$ cat src/rtl/exc_ctrl.sv
// rtl/exc_ctrl.sv - exception/interrupt/eret sequencer between M stage and CP0 (optional event counter: EXC_CTRL_CNT_EN)
module exc_ctrl #(
    parameter logic [31:0] HANDLER_ADDR = 32'h0000_4180,
    parameter int          FLUSH_CYCLES = 1
) (
    input  logic        clk,
    input  logic        reset,
    input  logic        m_valid,
    input  logic [31:0] m_pc,
    input  logic        m_bd,
    input  logic [4:0]  m_exc_code,
    input  logic        m_eret,
    input  logic [31:0] next_pc,
    input  logic        cp0_req,
    input  logic [31:0] cp0_epc,
    output logic [31:0] cp0_vpc,
    output logic        cp0_bd,
    output logic [4:0]  cp0_exc_code,
    output logic        exl_clr,
    output logic        flush,
    output logic        pc_redirect,
    output logic [31:0] pc_target,
    output logic        int_ack,
    output logic        busy,
    output logic [31:0] exc_cnt
);

    typedef enum logic [1:0] {S_RUN, S_FLUSH, S_RET} state_t;

    // Counter reload value; zero means the window ends with the accept cycle itself.
    localparam logic [3:0] CNT_LOAD = 4'(FLUSH_CYCLES - 1);

    state_t     state;
    logic [3:0] cnt;
    logic       in_run;
    logic       acc_eret;
    logic       acc_req;

    // Accept decision and accept-cycle outputs are combinational so CP0 commits on the same edge.
    always_comb begin
        cp0_vpc      = m_valid ? m_pc : next_pc;
        cp0_bd       = m_valid & m_bd;
        cp0_exc_code = m_valid ? m_exc_code : 5'd0;
        in_run       = (state == S_RUN);
        acc_eret     = in_run & m_valid & m_eret;
        acc_req      = in_run & ~acc_eret & cp0_req;
        exl_clr      = acc_eret;
        pc_redirect  = acc_eret | acc_req;
        pc_target    = acc_eret ? cp0_epc : (acc_req ? HANDLER_ADDR : 32'h0);
        flush        = pc_redirect | ~in_run;
        int_ack      = acc_req & (cp0_exc_code == 5'd0);
        busy         = ~in_run;
    end

    // Sequencer: hold the flush window for FLUSH_CYCLES total cycles after each accept.
    always_ff @(posedge clk) begin
        if (reset) begin
            state <= S_RUN;
            cnt   <= 4'd0;
        end else begin
            case (state)
                S_RUN: begin
                    if (acc_eret | acc_req) begin
                        cnt <= CNT_LOAD;
                        if (CNT_LOAD != 4'd0)
                            state <= acc_eret ? S_RET : S_FLUSH;
                    end
                end
                default: begin
                    cnt <= cnt - 4'd1;
                    if (cnt <= 4'd1) begin
                        state <= S_RUN;
                        cnt   <= 4'd0;
                    end
                end
            endcase
        end
    end

`ifdef EXC_CTRL_CNT_EN
    logic [31:0] exc_cnt_q;

    // Count accepted CP0 requests; eret is not an event. Wraps naturally.
    always_ff @(posedge clk) begin
        if (reset)
            exc_cnt_q <= 32'h0;
        else if (acc_req)
            exc_cnt_q <= exc_cnt_q + 32'd1;
    end

    assign exc_cnt = exc_cnt_q;
`else
    assign exc_cnt = 32'h0;
`endif

endmodule

$ cat config.mk
export PLATFORM = sky130hd
export DESIGN_NAME = exc_ctrl
export DESIGN_NICKNAME = d
export VERILOG_FILES = /design/src/rtl/exc_ctrl.sv
export SDC_FILE = /design/constraint.sdc
export NUM_CORES = 1
export LEC_CHECK = 0
export BUFFER_PORTS_ARGS = -buffer_cell sky130_fd_sc_hd__buf_2
export CORE_AREA = 2 2 82 84
export DETAILED_ROUTE_END_ITERATION = 10
export DIE_AREA = 0 0 84 86
export PLACE_DENSITY_LB_ADDON = 0.2
export SETUP_SLACK_MARGIN = 0.05
export SYNTH_ARGS = -nofsm -noshare
export SYNTH_HDL_FRONTEND = slang
export SYNTH_SLANG_ARGS = --single-unit
$ cat constraint.sdc
create_clock -name clk -period 1.2 [get_ports clk]
set_input_delay 0.24 -clock clk [delete_from_list [all_inputs] [get_ports clk]]
set_output_delay 0.24 -clock clk [all_outputs]
set_load 0.01 [all_outputs]
# --- Word-level counts from Yosys, hierarchy flattened ---
# Cells that the tools add are included.
op_classes:
  reduce_logical: 1
  n_mul: 0
  magnitude_cmp: 0
  eq_ne: 0
  n_div: 0
  addsub: 0
  bitwise_logic: 6
  n_shift: 0
  muxes: 4
ops:
  columns: ["cell", "n"]
  rows:
  - ["32-bit 2-to-1 mux", 2]
  - ["15-bit 2-to-1 mux", 1]
  - ["5-bit zero test", 1]
  - ["5-bit 2-to-1 mux", 1]
  - ["1-bit AND", 4]
  - ["1-bit NOT", 1]
  - ["1-bit bitwise OR", 1]
word_totals:
  register_bits: 0
  romBits: 0
  out_inout_bits: 107
  memories: 0
  in_bits: 107
  wordCells: 11
  ram_bits: 0
  latchBits: 0

# --- Longest topological paths before layout ---
# Gate-level depths: netlist of run 1.
logic_depth:
  word_depth: 5
  depth_mapped: 5
  depth_no_buf: 2

# --- Worst setup path after synthesis of run 1 ---
# OpenSTA, ideal clock, no wires.
synth_timing:
  kind: "input -> output"
  startpoint: "in m_valid"
  endpoint: "out pc_redirect"
  arrival_time_ns: 1.064
  t_required_ns: 0.960
  setup_slack_ns: -0.104
  cell_stages: 5
  path_buffers: 3
  path_cell_list: "buf_4 and2_1 buf_2 or2_1 buf_4"
synth_between:
  elab_chain_cells: 4
synth_lines:
  columns: ["element", "line", "rtl"]
  rows:
  - ["from (decl)", "8", "input logic m_valid,"]
  - ["1-bit AND *", "45", "acc_eret = in_run & m_valid & m_eret;"]
  - ["net exl_clr", "19", "output logic exl_clr,"]
  - ["1-bit NOT", "46", "acc_req = in_run & ~acc_eret & cp0_req;"]
  - ["1-bit AND", "46", null]
  - ["1-bit bitwise OR *", "48", "pc_redirect = acc_eret | acc_req;"]
  - ["to (decl)", "21", "output logic pc_redirect,"]
# Mark *: on every way through the listed nets, which the timed path passes. The rest lies on a longest branch.

# --- Final worst setup path of run 1 ---
layout_timing:
  startpoint: "in m_exc_code[3]"
  endpoint: "out int_ack"
layout_between:
  elab_chain_cells: 3
layout_lines:
  columns: ["element", "line", "rtl"]
  rows:
  - ["from (decl)", "11", "input logic [4:0] m_exc_code,"]
  - ["5-bit 2-to-1 mux", "43", "cp0_exc_code = m_valid ? m_exc_code : 5'd0;"]
  - ["5-bit zero test", "51", "int_ack = acc_req & (cp0_exc_code == 5'd0);"]
  - ["1-bit AND", "51", null]
  - ["to (decl)", "23", "output logic int_ack,"]
# Every way passes these cells.

==> results of run 1 <==
what timing repair did:
action                                 in CTS  in global routing
buffers inserted                            6                  5
setup endpoints to repair                  55                 70
endpoints found under the hold margin       0                  0
gates resized for setup                   112                 41
pin swaps                                   7                  8
gates cloned                                7                  2
hold buffers                                0                  0
logic make-up after synthesis:
group | after synthesis | synth area share [%]
mux | 32 | 36.00
compound gates | 5 | 4.250
other cells | 1 | 0.3746
simple gates | 39 | 25.25
buf+inv | 47 | 34.12
metal layers:
layer	wire length, um	vias to the layer above
li1	-	742
met1	1883	711
met2	3178	71
met3	301	0
met4	0	0
met5	0	-
worst min-delay path by stage:
stage                startpoint       endpoint  slack [ps]  depth (start not counted)
global route        cp0_epc[14]  pc_target[14]         770                          3
global placement     cp0_epc[7]   pc_target[7]         760                          3
floorplan               cp0_req          flush         590                          1
finish               cp0_epc[7]   pc_target[7]         770                          3
CTS                  cp0_epc[7]   pc_target[7]         760                          3
detailed placement   cp0_epc[7]   pc_target[7]         760                          3
stage by stage:
stage	TNS, ps	setup slack [ps]	hold WS [ps]	utilization [%]	std cells
3_5_place_dp	-4588	-170.3	756.6	29.72	373
3_3_place_gp	-4625	-167.0	760.8	29.72	373
5_1_grt	-3996	-174.4	772.5	45.66	389
2_1_floorplan	-19.59	-19.59	589.3	-	156
4_1_cts	-2872	-171.0	760.4	42.10	386
6_report	-3171	-154.9	765.7	45.66	389
worst max-delay path, stage by stage:
cell and delay [ps]:
buf_2 110, or4_4 520, o22ai_4 100, buf_2 150
layout by cell type, fill, tap and decap left out, types with 2 or more instances in the layout:
cell	Yosys	routed
mux2_2	32	2
and2_1	6	2
buf_6	4	67
and3_1	29	3
clkbuf_16	0	2
mux2_4	0	30
a21o_1	3	3
conb_1	1	33
and3_4	0	26
buf_2	3	117
and2_4	0	4
buf_16	0	4
buf_8	0	2
buf_12	0	9
final cells by class:
cell class / count / area (um^2) / share of cell area (%)
tap: 77 / 96.34 / 3.361
multi-input combinational: 109 / 1049 / 36.58
timing repair buffer: 202 / 1718 / 59.93
inverter: 1 / 3.754 / 0.1309
power breakdown:
part	total [mW]	internal, mW	switching (mW)
Clock	0	0	0
Sequential	0	0	0
Combinational	1.10	0.692	0.410
Yosys cell counts (3+ instances only):
| master | instances |
|---|---|
| clkbuf_1 | 4 |
| buf_4 | 35 |
| buf_6 | 4 |
| buf_2 | 3 |
| mux2_2 | 32 |
| and3_1 | 29 |
| and2_1 | 6 |
| a21o_1 | 3 |
==> metrics.md, run 1 <==
| Metric | Value |
|---|---|
| Status | complete, but fails checks |
| Violated checks | negative setup slack |
| Synthesized cell area | 1001 um^2 |
| LEAKAGE | 1.618 nW |
| N_diodes | 0 |
| Post-synthesis cell type with the largest combined area | mux2_2 |
| Starting DRT DRC Count | 13 |
| Core Rows | 29 |
| Final period utilization | 112.9% |
| Initial antenna violation count | 0 |
| Top-area cell type share of the netlist area | about 36% |
| Die span in y | ~86 um |
| Slew Limit Fails | 0 |
| Grt peak-use layer | met2 |
| Seq cells | 0 |
| DP HPWL | 3666 um |
| Peak supply drop | 176.2 uV |
| Seq/Total Area, Yosys | 0% |
| Vias in the first global route | 1477 |
| GPL Wtd Cong | 0.7153 |
| Vias | 1524 |
| Design Area, Final | about 2900 um^2 |
| Met2 usage | between 20% and 30% |
| Worst setup path end | int_ack |
| DRT antenna net count | 0 |
| DRC viols | 0 |
| Fill count | 619 |
| Die Area | approximately 7200 um^2 |
| Setup WS post-layout | -154.9 ps |
| Max Cap Viol | 0 |
| Distinct cells, synth | 16 |
| M1 GR Usage | 14.24% |
| Core Box Area | 6277 um^2 |
| Arrival time at the worst endpoint | 1110 ps |
| Hold Vio Cnt, Final | 0 |
| Chip width | 84 um |
| Global-route wire length before repair | 7465 um |
| Synth Area per Inst | 8.072 um^2 |
| Nets@finish | 421 |
| Via density | 3.918 |
| Setup crit end kind | output port |
| Pwr Density | ~380 nW/um^2 |
| Yosys warning count | 0 |
| Min-delay worst type | input port to output port |
| First-pass detailed-route iteration total | 4 |
| GRT overflow | 0 |
| Mapped Cells | 124 |
| RSZ-0062 raised after global routing | yes |
| Fin crit period | 1355 ps |
| I/O Buffers | approximately 180 |
| Initial Utilization | 15.95% |
| FF+latch area | 0 um^2 |
| Worst setup path startpoint | m_exc_code[3] |
| WL per Instance | between 10 and 15 um |
| Clkbuf count | 0 |
| All-Layer GR Usage | 12.33% |
| Total power | around 1.1 mW |
| WL final | 5363 um |
| Area Overhead vs Synth | 186.4% |
| Area post-placement | 1866 um^2 |
| CP startpoint kind | input port |
| WS Path Type | input port to output port |
| Met3 usage in global routing | 0.8662% |
| Fmax | 738.1 MHz |
| I/O pin total | 214 |
| Final setup vio count | 48 |
| Share of cells above drive strength 1 | about 87% |
| Synth area leaders | mux2_2 (36%), buf_4 (26%), and3_1 (18%) |
| Crit Path Max Fanout | 2 |
| Largest net degree at the start of global routing | 24 |
| Worst EP required | 960 ps |
(Power assumes the default switching activity.)
==> run 2, diff against run 1 <==
--- a/config.mk
+++ b/config.mk
@@ -6,11 +6,11 @@
 export NUM_CORES = 1
 export LEC_CHECK = 0
 export BUFFER_PORTS_ARGS = -buffer_cell sky130_fd_sc_hd__buf_2
-export CORE_AREA = 2 2 82 84
+export CORE_AREA = 2 2 83 85
 export DETAILED_ROUTE_END_ITERATION = 10
-export DIE_AREA = 0 0 84 86
+export DIE_AREA = 0 0 85 87
 export PLACE_DENSITY_LB_ADDON = 0.2
-export SETUP_SLACK_MARGIN = 0.05
+export SETUP_SLACK_MARGIN = 0.2
 export SYNTH_ARGS = -nofsm -noshare
 export SYNTH_HDL_FRONTEND = slang
 export SYNTH_SLANG_ARGS = --single-unit
==> constraint.sdc (replaced) <==
create_clock -name clk -period 1.7 [get_ports clk]
set_input_delay 0.34 -clock clk [delete_from_list [all_inputs] [get_ports clk]]
set_output_delay 0.34 -clock clk [all_outputs]
set_load 0.01 [all_outputs]
==> metrics.md, run 2 (same netlist as run 1, synthesis figures left out) <==
| Metric | Value |
|---|---|
| Status | completed |
| RSZ-0062 raised after global routing | yes |
| Largest net degree at the start of global routing | 21 (-13%) |
| Fin crit period | 1535 ps |
| Vias | 1428 (-6.3%) |
| FF+latch area | 0 um^2 (unchanged) |
| Design Area, Final | 1936 um^2 (-32%) |
| Commonest non-fill, non-tap cells in the layout | buf_2 (177), conb_1 (33), mux2_2 (32) |
| Hold path cells | 3 (unchanged) |
| M1 GR Usage | 11.12% (-3.1 points) |
| Grt peak-use layer | met2 |
| Starting DRT DRC Count | 7 (-6) |
| Worst EP required | 1360 ps (+400 ps) |
| Pwr Density | 252.1 nW/um^2 (-34%) |
| Sw frac | 45.41% (+8.2 points) |
| Share of cells above drive strength 1 | 76.00% (-11 points) |
| Die span in y | 87 um (+1.2%) |
| Vias in the first global route | 1206 (-18%) |
| Chip width | 85 um (+1.2%) |
| Commonest non-fill, non-tap cell in the layout | buf_2 |
| Initial Utilization | 15.24% (-0.71 points) |
| WS Path Type | input port to output port |
| Die Area | 7395 um^2 (+2.4%) |
| Setup crit end kind | output port |
| I/O Buffers | 179 (unchanged) |
| NetSw | 0.2216 mW (-46%) |
| GPL Wtd Cong | 0.7057 (-1.3%) |
| Nets@finish | 409 (-2.9%) |
| Final setup vio count | 0 (-100%) |
| Slew Limit Fails | 0 (unchanged) |
| Met3 usage in global routing | 1.327% (+0.46 points) |
| Clock Power Share | 0% (unchanged) |
| First-pass detailed-route iteration total | 2 (-2) |
| Max Cap Viol | 0 (unchanged) |
| Core Rows | 30 (+3.4%) |
| WL per Instance | 11.04 um (-20%) |
| Min-delay worst type | input port to output port |
| LEAKAGE | 1.285 nW (-21%) |
| DRC viols | 0 (unchanged) |
| Clkbuf count | 0 (unchanged) |
| Sequential power share | 0% (unchanged) |
| Area post-placement | 1854 um^2 (-0.60%) |
| Hold Vio Cnt, Final | 0 (unchanged) |
| Core Util, Final | 29.47% (-16 points) |
| Final period utilization | 90.32% |
| Fmax | 651.3 MHz |
| Core Box Area | 6569 um^2 (+4.6%) |
| Met2 usage | 18.18% (-7.8 points) |
| Placed insts | 377 (+1.1%) |
| Crit Path Max Fanout | 2 (unchanged) |
| WL final | 4195 um (-22%) |
| Via density | 3.758 (-4.1%) |
| Int Pwr | 0.2664 mW (-62%) |
| N_diodes | 0 (unchanged) |
| Final Non-Filler Cells | 380 (-2.3%) |
| Hold path startpoint | m_exc_code[1] |
| Initial antenna violation count | 0 (unchanged) |
| Peak supply drop | 82.49 uV (-53%) |
| Total power | 0.4880 mW (-56%) |
| Seq cells | 0 (unchanged) |
| Area Overhead vs Synth | 93.38% |
| Arrival time at the worst endpoint | 1200 ps (+90 ps) |
| Hold endpoint | cp0_exc_code[1] |
| DP HPWL | 3576 um (-2.5%) |
| GRT overflow | 0 (unchanged) |
| I/O pin total | 214 (unchanged) |
| CP startpoint kind | input port |
| DRT antenna net count | 0 (unchanged) |
| All-Layer GR Usage | 9.270% (-3.1 points) |
| Hold Buf Count CTS | 0 (unchanged) |
| Global-route wire length before repair | 5789 um (-22%) |
| Setup TNS Final | 0 ps (+3171 ps) |
| Power share of the combinational group | 100.0% (about the same) |
[run 2: changes by cell type in the layout (fill, tap and decap cells not counted), moves of 2 or more]
cell | before | now
buf_6 | 67 | 4
buf_2 | 117 | 177
mux2_2 | 2 | 32
mux2_4 | 30 | 0
and3_1 | 3 | 29
and3_4 | 26 | 0
buf_12 | 9 | 1
buf_4 | 1 | 6
and2_1 | 2 | 6
and2_4 | 4 | 0
buf_16 | 4 | 0
clkbuf_16 | 2 | 0
[run 2: layout make-up]
type                       count  area (um^2)
timing repair buffer         190         1044
fill                         745         4633
inverter                       1        3.754
multi-input combinational    109        788.3
tap                           80        100.1
[run 2: per-layer routing]
metal | wire length (um) | vias to the layer above | part of all wire, %
li1 | - | 717 | -
met1 | 1506 | 613 | 36
met2 | 2215 | 96 | 53
met3 | 454 | 2 | 11
met4 | 17 | 0 | 0.41
met5 | 0 | - | 0
[run 2: what timing repair did]
action | 4_1_cts | 5_1_grt
gates resized for setup | 7 | 2
gates cloned | 1 | 0
pin swaps | 2 | 0
endpoints found under the setup margin | 30 | 30
buffers inserted | 0 | 2
[run 2: power by group through the flow]
stage | Sequential [mW] | Combinational [mW] | Clock (mW)
after floorplan | 0 | 0.297 | 0
after global placement | 0 | 0.468 | 0
final | 0 | 0.488 | 0
after CTS | 0 | 0.490 | 0
after global routing | 0 | 0.534 | 0
after detailed placement | 0 | 0.469 | 0
[run 2: critical path, stage by stage]
cell	delay [ps]
buf_6	90
or4_4	520
o22ai_2	90
buf_2	150
[run 2: through the flow]
| stage | hold WS, ps | setup slack [ps] |
|---|---|---|
| global route | 983.6 | 133.3 |
| finish | 975.3 | 164.5 |
| detailed placement | 972.9 | 121.2 |
| floorplan | 787.7 | 219.2 |
| global placement | 972.7 | 126.6 |
| CTS | 977.6 | 155.8 |
[run 2: how the worst max path moves through the flow]
stage / start / end / slack (ps) / cells after the start
2_1_floorplan: m_valid / pc_redirect / 220 / 5
3_3_place_gp: m_exc_code[4] / int_ack / 130 / 4
3_5_place_dp: m_exc_code[4] / int_ack / 120 / 4
4_1_cts: m_exc_code[1] / int_ack / 160 / 4
5_1_grt: m_exc_code[1] / int_ack / 130 / 4
6_report: m_exc_code[1] / int_ack / 160 / 4
==> run 3, diff against run 2 <==
--- a/config.mk
+++ b/config.mk
@@ -6,9 +6,9 @@
 export NUM_CORES = 1
 export LEC_CHECK = 0
 export BUFFER_PORTS_ARGS = -buffer_cell sky130_fd_sc_hd__buf_2
-export CORE_AREA = 2 2 83 85
+export CORE_AREA = 2 2 82 84
 export DETAILED_ROUTE_END_ITERATION = 10
-export DIE_AREA = 0 0 85 87
+export DIE_AREA = 0 0 84 86
 export PLACE_DENSITY_LB_ADDON = 0.2
 export SETUP_SLACK_MARGIN = 0.2
 export SYNTH_ARGS = -nofsm -noshare
==> constraint.sdc (replaced) <==
create_clock -name clk -period 1.35 [get_ports clk]
set_input_delay 0.27 -clock clk [delete_from_list [all_inputs] [get_ports clk]]
set_output_delay 0.27 -clock clk [all_outputs]
set_load 0.01 [all_outputs]
==> metrics.md, run 3 (same netlist as run 1, synthesis figures left out) <==
| Metric | Value |
|---|---|
| Die span in y | 86 um (-1.1%) |
| RSZ-0062 raised after global routing | yes |
| Initial Utilization | 15.95% (+0.71 points) |
| Peak supply drop | 155.0 uV (+88%) |
| First-pass detailed-route iteration total | 3 (+1) |
| DRC viols | 0 (unchanged) |
| Core Box Area | 6277 um^2 (-4.4%) |
| Crit path buf inv count | 2 (unchanged) |
| Chip width | 84 um (-1.2%) |
| Global-route wire length before repair | 8038 um (+39%) |
| Total power | 0.9895 mW (+100%) |
| Crit path cell chain | buf_6, or4_4, o22ai_4, buf_6 |
| Core Rows | 29 (-3.3%) |
| Final period utilization | 104.5% |
| Hold Vio Cnt, Final | 0 (unchanged) |
| GRT overflow | 0 (unchanged) |
| Final Hold Slack | 826.7 ps (-148.7 ps) |
| Commonest non-fill, non-tap cell in the layout | buf_2 |
| Setup WS post-layout | -61.35 ps (-225.9 ps) |
| Pwr Density | 341.5 nW/um^2 (+35%) |
| Commonest non-fill, non-tap cells in the layout | buf_2 (107), buf_6 (78), conb_1 (33) |
| Fin crit period | about 1400 ps |
| Status | complete, but fails checks |
| Area post-placement | 1873 um^2 (+1.0%) |
| I/O Buffers | 179 (unchanged) |
| Max Cap Viol | 0 (unchanged) |
| DP HPWL | 3702 um (+3.5%) |
| All-Layer GR Usage | 13.25% (+4.0 points) |
| Fmax | 708.5 MHz |
| Die Area | 7224 um^2 (-2.3%) |
| Nets@finish | 419 (+2.4%) |
| I/O pin total | 214 (unchanged) |
| DRT antenna net count | 0 (unchanged) |
| WL per Instance | 14.21 um (+29%) |
| Core Util, Final | 46.16% (+17 points) |
| Min-delay worst type | input port to output port |
| Delay-heaviest family, CP | simple AND/OR/NAND/NOR gates |
| LEAKAGE | 1.603 nW (+25%) |
| Starting DRT DRC Count | 30 (+23) |
| Arrival time at the worst endpoint | 1140 ps (-60 ps) |
| Seq cells | 0 (unchanged) |
| WS Path Type | input port to output port |
| Crit-path max cell delay | 540 ps (+20 ps) |
| Vias | 1547 (+8.3%) |
| Slew Limit Fails | 0 (unchanged) |
| Area Overhead vs Synth | 189.5% |
| WL final | 5499 um (+31%) |
| CP startpoint kind | input port |
| Via density | 3.997 (+6.4%) |
| Initial antenna violation count | 0 (unchanged) |
| GPL Wtd Cong | 0.7359 (+4.3%) |
| Design Area, Final | 2898 um^2 (+50%) |
| Crit-path slowest cell | or4_4 |
| FF+latch area | 0 um^2 (unchanged) |
| Setup slack at placement | -81.52 ps (-202.7 ps) |
| Vias in the first global route | 1566 (+30%) |
| Final setup vio count | 8 (+8) |
| Most used cell, CP | buf_6 |
| Share of cells above drive strength 1 | 88.06% (+12 points) |
| Crit Path Max Fanout | 2 (unchanged) |
| Largest net degree at the start of global routing | 24 (+14%) |
| Setup crit end kind | output port |
| Worst EP required | 1080 ps (-280 ps) |
| Violated checks | negative setup slack |
| Clkbuf count | 0 (unchanged) |
| N_diodes | 0 (unchanged) |
[run 3: cell types whose count changed in the layout (fill, tap and decap cells not counted), moves of 6 or more]
| cell | change |
|---|---|
| and2_4 | +6 |
| mux2_2 | -30 |
| and3_1 | -29 |
| and3_4 | +29 |
| and2_1 | -6 |
| buf_2 | -70 |
| buf_12 | +6 |
| mux2_4 | +30 |
| buf_6 | +74 |
[run 3: final cells by class]
class                           instances  area, um^2
Fill cell                             606        3379
Inverter                                1       3.754
Multi-Input combinational cell        109        1069
Tap cell                               77       96.34
Timing Repair Buffer                  200        1729
[run 3: repair_timing]
item | in CTS | in global routing
hold buffers | 0 | 0
resized for setup | 143 | 26
pin swaps | 3 | 1
buffers inserted | 5 | 3
endpoints found under the setup margin | 72 | 73
cloned | 5 | 0
[run 3: metal layers]
layer	track usage, %	share of wire (%)
met5	0	0
met3	1.540	5.4
met2	27.64	60
met1	14.69	34
met4	1.173	0.44
[run 3: worst paths after layout]
| kind | startpoint | to | slack (ps) | cells after the start |
|---|---|---|---|---|
| max | m_exc_code[4] | int_ack | -60 | 4 |
| min | cp0_epc[8] | pc_target[8] | 830 | 3 |
[run 3: per-stage QoR]
stage / setup TNS (ps) / cells
6_report: -92.85 / 387
5_1_grt: -305.0 / 387
4_1_cts: -248.6 / 384
3_5_place_dp: -389.8 / 374
3_3_place_gp: -595.7 / 374
2_1_floorplan: 0 / 156
[run 3: power by group]
part | leakage [nW] | internal (mW) | switching [mW]
clock | 0 | 0 | 0
sequential | 0 | 0 | 0
combinational | 1.60 | 0.622 | 0.367
